`src/rtl/neuron_mac_seq.sv`:
```
// Pipelined multi-beat MAC neuron: LANES products per beat, accumulated over BEATS
// beats plus bias, then optional ReLU and signed saturation to OUT_W.
module neuron_mac_seq #(
  parameter int IN_W  = 12,
  parameter int W_W   = 5,
  parameter int LANES = 4,
  parameter int BEATS = 1,
  parameter int OUT_W = 17,
  parameter int ACC_W = IN_W + W_W + $clog2(LANES * BEATS) + 2
) (
  input  logic                    clk_i,
  input  logic                    rst_i,
  input  logic                    in_valid_i,
  output logic                    in_ready_o,
  input  logic [LANES*IN_W-1:0]   in_data_i,
  input  logic [LANES*W_W-1:0]    in_weight_i,
  input  logic [OUT_W-1:0]        bias_i,
  input  logic                    relu_en_i,
  output logic                    out_valid_o,
  input  logic                    out_ready_i,
  output logic [OUT_W-1:0]        out_data_o,
  output logic                    out_sat_o
);

  localparam int PW = IN_W + W_W;
  localparam int CW = (BEATS > 1) ? $clog2(BEATS) : 1;
  localparam logic signed [ACC_W-1:0] MAX_V = {{(ACC_W-OUT_W+1){1'b0}}, {(OUT_W-1){1'b1}}};
  localparam logic signed [ACC_W-1:0] MIN_V = {{(ACC_W-OUT_W+1){1'b1}}, {(OUT_W-1){1'b0}}};

  typedef enum logic [1:0] {ST_ACCUM, ST_WAIT, ST_HOLD} state_e;

  state_e                  state_q, state_d;
  logic [CW-1:0]           beat_cnt_q, beat_cnt_d;
  logic                    accept, first_beat, last_beat;

  logic signed [PW-1:0]    prod_d [LANES];
  logic signed [PW-1:0]    prod_q [LANES];
  logic                    p_valid_q, p_first_q, p_last_q, p_relu_q;
  logic [OUT_W-1:0]        p_bias_q;

  logic signed [ACC_W-1:0] acc_q, acc_in, lane_sum, sum_v, relu_v;
  logic [OUT_W-1:0]        clip_v;
  logic                    sat_v;
  logic                    out_valid_q, out_sat_q;
  logic [OUT_W-1:0]        out_data_q;

  assign in_ready_o = (state_q == ST_ACCUM);
  assign accept     = in_valid_i && in_ready_o;
  assign first_beat = (beat_cnt_q == '0);
  assign last_beat  = (beat_cnt_q == CW'(BEATS - 1));

  always_ff @(posedge clk_i) begin
    if (rst_i) begin
      state_q    <= ST_ACCUM;
      beat_cnt_q <= '0;
    end else begin
      state_q    <= state_d;
      beat_cnt_q <= beat_cnt_d;
    end
  end

  always_comb begin
    state_d    = state_q;
    beat_cnt_d = beat_cnt_q;
    if (accept) beat_cnt_d = last_beat ? '0 : beat_cnt_q + CW'(1);
    unique case (state_q)
      ST_ACCUM: if (accept && last_beat) state_d = ST_WAIT;
      ST_WAIT:  state_d = ST_HOLD;
      ST_HOLD:  if (out_ready_i) state_d = ST_ACCUM;
      default:  state_d = ST_ACCUM;
    endcase
  end

  // Operands are sign-extended to PW so the product keeps full precision.
  always_comb begin
    for (int i = 0; i < LANES; i++) begin
      prod_d[i] = $signed({{W_W{in_data_i[i*IN_W+IN_W-1]}}, in_data_i[i*IN_W +: IN_W]}) *
                  $signed({{IN_W{in_weight_i[i*W_W+W_W-1]}}, in_weight_i[i*W_W +: W_W]});
    end
  end

  always_comb begin
    lane_sum = '0;
    for (int i = 0; i < LANES; i++) begin
      lane_sum = lane_sum + {{(ACC_W-PW){prod_q[i][PW-1]}}, prod_q[i]};
    end
    acc_in = p_first_q ? {{(ACC_W-OUT_W){p_bias_q[OUT_W-1]}}, p_bias_q} : acc_q;
    sum_v  = acc_in + lane_sum;
    relu_v = (p_relu_q && sum_v[ACC_W-1]) ? '0 : sum_v;
    clip_v = relu_v[OUT_W-1:0];
    sat_v  = 1'b0;
    if (relu_v > MAX_V) begin
      clip_v = MAX_V[OUT_W-1:0];
      sat_v  = 1'b1;
    end else if (relu_v < MIN_V) begin
      clip_v = MIN_V[OUT_W-1:0];
      sat_v  = 1'b1;
    end
  end

  always_ff @(posedge clk_i) begin
    if (rst_i) begin
      for (int i = 0; i < LANES; i++) prod_q[i] <= '0;
      p_valid_q   <= 1'b0;
      p_first_q   <= 1'b0;
      p_last_q    <= 1'b0;
      p_relu_q    <= 1'b0;
      p_bias_q    <= '0;
      acc_q       <= '0;
      out_valid_q <= 1'b0;
      out_data_q  <= '0;
      out_sat_q   <= 1'b0;
    end else begin
      p_valid_q <= accept;
      if (accept) begin
        prod_q    <= prod_d;
        p_first_q <= first_beat;
        p_last_q  <= last_beat;
        // bias and relu_en belong to the whole result, so only the first beat loads them
        if (first_beat) begin
          p_bias_q <= bias_i;
          p_relu_q <= relu_en_i;
        end
      end
      if (p_valid_q) acc_q <= sum_v;
      if (p_valid_q && p_last_q) begin
        out_valid_q <= 1'b1;
        out_data_q  <= clip_v;
        out_sat_q   <= sat_v;
      end else if (out_valid_q && out_ready_i) begin
        out_valid_q <= 1'b0;
      end
    end
  end

  assign out_valid_o = out_valid_q;
  assign out_data_o  = out_data_q;
  assign out_sat_o   = out_sat_q;

endmodule

```
`config.mk`:
```
export PLATFORM = sky130hd
export DESIGN_NAME = neuron_mac_seq
export DESIGN_NICKNAME = d
export VERILOG_FILES = /design/src/rtl/neuron_mac_seq.sv
export SDC_FILE = /design/constraint.sdc
export NUM_CORES = 1
export LEC_CHECK = 0
export CORE_ASPECT_RATIO = 1.5
export CORE_MARGIN = 4
export CORE_UTILIZATION = 31
export DETAILED_ROUTE_END_ITERATION = 8
export SKIP_CTS_REPAIR_TIMING = 1
export SLEW_MARGIN = 20
export SYNTH_ARGS = -nofsm -noshare
export SYNTH_HDL_FRONTEND = slang
export SYNTH_SLANG_ARGS = --single-unit
```
`constraint.sdc`:
```
create_clock -name clk_i -period 5.2 [get_ports clk_i]
set_input_delay 1.04 -clock clk_i [delete_from_list [all_inputs] [get_ports clk_i]]
set_output_delay 1.04 -clock clk_i [all_outputs]
set_load 0.01 [all_outputs]
```
==> impl_metrics.py <==
metrics = {
    "clocking": {
        "htree_levels": 4,
        "cts_root_buf": "clkbuf_16",
        "clkTransAtPathRegs_ns": 0.06,
        "clock-sinks": 130,
        "cts_max_path_buffers": 2,
        "clk_latency_ns": 0.42,
        "cts_tree": "done",
        "cts_made_buffers": 17,
    },
    "drt": {
        "drtPass1Iterations": 5,
        "drt_wl_total_um": 37300,
        "via_per_inst": 4.61,
        "vias": 12245,
        "antenna_left": 0,
        "drc": 0,
        "drt-initial-drc-count": 421,
        "wl_per_cell_um": 14.1,
    },
    "placement": {
        "dpl.hpwl_um": 31600,
        "dpl_cell_area_mm2": 0.0179,
        "gp_congestion": 0.842,
        "placement.io_buffers": 109,
    },
    "setup_path": {
        "cp.required_ns": 5.54,
        "path_max_fanout": 5,
        "end_kind": "flop",
        "start_kind": "input port",
        "cp_top_family": "adder cells",
        "crit_type": "input port to flop",
        "cp_common_cell": "fa_1",
        "slowest_delay_ns": 0.57,
        "cp.arrival_ns": 5.27,
        "cp_num_buf_inv": 3,
        "cp_cell_sequence": "clkdlybuf4s50_1, nand2_1, fa_1, fa_1, fa_1, inv_1, ha_1, a21o_1, a21o_1, a2111oi_2, buf_4, or3_1, a31oi_1, a31oi_1, xnor2_1, a211oi_1",
        "slowest_stage": "fa_1",
    },
    "timing": {
        "setup_viol": 0,
        "tightest_slew_ns": 0.885,
        "slew_viol_final": 0,
        "final.setup.tns_ns": 0,
        "fin_skew_ns": 0.00874,
        "fin_crit_ns": 4.93,
        "max_freq_mhz": 203,
        "period_share_pct": 94.8,
        "max_slew_margin_pct": 41.0,
        "hold_violations": 0,
    },
    "power_and_ir_drop": {
        "switching_share_pct": 47.9,
        "p_int_uw": 4650,
        "power.density_mw_per_mm2": 482,
        "total_power_uw": 8930,
        "power_frac_seq_pct": 14.9,
        "power.share.combinational_pct": 70.6,
        "ir_drop_v": 0.000501,
        "cellLeakagePower_uw": 0.00850,
        "clockPowerShare_pct": 14.5,
        "netSwitchingPower_uw": 4280,
    },
    "finish": {
        "multi_input_area_mm2": 0.0115,
        "final_common_cell": "inv_1",
        "final_nets": 2413,
        "utilization_pct": 37.3,
        "fill_cells": 5117,
        "seqCellArea_mm2": 0.00260,
        "design_area_mm2": 0.0186,
        "drive_above_1_share_pct": 7.88,
        "area_growth_pct": 18.8,
        "final_cell_mix": "330 x inv_1, 221 x nand2_1, 206 x fa_1, 138 x ha_1, 130 x dfxtp_1",
    },
    "yosys": {
        "async_flop_share_pct": 0,
        "synth-edff-count": 0,
        "ys_types": 58,
        "syn-num-nets": 2270,
        "postSynthAreaPerCell_um2": 8.51,
        "ys_seq_area_share_pct": 16.7,
        "synth_cells": 1836,
        "synth.yosys.warnings": 0,
        "ys_seq_elements": 130,
        "syn-cell-area_mm2": 0.0156,
        "synth_flop_cell": "dfxtp_1",
    },
    "global_route": {
        "antenna_found_initial": 2,
        "grt_max_degree": 83,
        "grt_pass1_wl_um": 62800,
        "grt_pass1_vias": 13003,
        "grt_remaining_overflow": 0,
        "track_usage_pct": 14.1,
    },
    "die": {
        "dieArea_mm2": 0.0541,
        "fp.dieH_um": 283,
        "initial_utilization_pct": 31.4,
        "core_area_mm2": 0.0498,
        "io_pins": 110,
        "fp.dieW_um": 191,
        "rows": 100,
    },
    "hold_path": {
        "hold_path_class": "flop to flop",
    },
    "status": {
        "run_status": "finished clean",
    },
    "job": {
        "max_cap_violations": 0,
    },
}
==> power by group through the flow <==
stage / registers [µW] / logic [µW] / clock network (µW)
CTS: 1330 / 6320 / 1320
global placement: 1350 / 6160 / 0
floorplan: 1310 / 4750 / 0
finish: 1330 / 6300 / 1300
global route: 1350 / 7150 / 1360
detailed placement: 1350 / 6280 / 0
==> path summary, 6_finish.rpt <==
check                                             endpoint  depth (start not counted)                   start  slack, ns
worst max-delay path               prod_q[33]$_SDFFE_PP0P_                         16           in_data_i[25]       0.27
worst min-delay path                prod_q[5]$_SDFFE_PP0P_                          2  prod_q[5]$_SDFFE_PP0P_       0.46
worst max register to register  out_data_o[4]$_SDFFE_PP0P_                         16  prod_q[1]$_SDFFE_PP0P_       0.28
worst min register to register      prod_q[5]$_SDFFE_PP0P_                          2  prod_q[5]$_SDFFE_PP0P_       0.46
==> flip-flops by register name, indices dropped and copies added (netlist names) <==
signal and count:
acc_q 21, out_data_o 17, out_sat_o 1, out_valid_o 1, p_bias_q 17, p_last_q 1, p_relu_q 1, p_valid_q 1
prod_q 68, state_q 2
==> per-stage QoR <==
step	worst slack, ns	instances	hold WS (ns)
floorplan	0.214	1836	0.425
global placement	-0.330	2623	0.446
detailed placement	-0.307	2623	0.449
CTS	0.144	2655	0.457
global route	-0.0277	2657	0.464
finish	0.269	2657	0.456
==> cell type report <==
type / count / share of cell area [%]
well taps: 663 / 4.47
diodes: 2 / 0.0270
repair buffers: 191 / 9.20
clock inverters: 12 / 0.971
inverters: 330 / 6.68
multi-input cells: 1309 / 62.1
flip-flops and latches: 130 / 14.0
clock buffers: 20 / 2.52
==> cell families after synthesis <==
family / after synthesis / share of synthesized area, %
buffers and inverters: 397 / 9.64
flip-flops: 130 / 16.7
adder cells (fa/ha/maj): 344 / 37.5
AND/OR/NAND/NOR: 600 / 18.9
multiplexers: 40 / 2.62
AO/OA/AOI/OAI: 261 / 11.1
XOR/XNOR: 64 / 3.64
==> tightest hold or removal path: cells and delay by family, from the launching register on <==
family	cells	cell delay, ns
and+or+nand+nor	1	0.05
AOI/OAI and AO/OA	1	0.05
DFF	1	0.31
==> cell usage after synthesis, types with 6 or more instances <==
| cell | number | share of area [%] |
|---|---|---|
| a211oi_1 | 27 | 1.3 |
| a211oi_2 | 9 | 0.72 |
| a21o_1 | 16 | 0.77 |
| a21oi_1 | 96 | 3.1 |
| a31oi_1 | 7 | 0.28 |
| and2_1 | 100 | 4.0 |
| and3_1 | 7 | 0.28 |
| buf_1 | 7 | 0.17 |
| clkbuf_1 | 57 | 1.4 |
| dfxtp_1 | 130 | 17 |
| fa_1 | 206 | 26 |
| ha_1 | 138 | 11 |
| inv_1 | 330 | 7.9 |
| mux2_2 | 7 | 0.50 |
| mux2i_1 | 33 | 2.1 |
| nand2_1 | 222 | 5.3 |
| nand2b_1 | 48 | 1.9 |
| nand3_1 | 30 | 0.96 |
| nand3b_1 | 11 | 0.53 |
| nand4_1 | 8 | 0.32 |
| nor2_1 | 93 | 2.2 |
| nor2b_1 | 11 | 0.44 |
| nor3_1 | 26 | 0.83 |
| nor3b_1 | 8 | 0.38 |
| o2111ai_1 | 7 | 0.39 |
| o21ai_0 | 48 | 1.5 |
| o21ai_2 | 8 | 0.45 |
| o31ai_1 | 11 | 0.53 |
| or2_2 | 6 | 0.24 |
| or3_1 | 25 | 1.0 |
| xnor2_1 | 47 | 2.6 |
| xor2_1 | 16 | 0.90 |
==> routing by layer <==
metal,global-route usage (%),vias up,routed length [µm]
met4,3.48,0,690
li1,-,6137,-
met5,0,-,0
met2,27.3,136,20300
met3,1.97,40,953
met1,16.1,5932,15400
No activity file was read; power rests on OpenSTA's default activity.
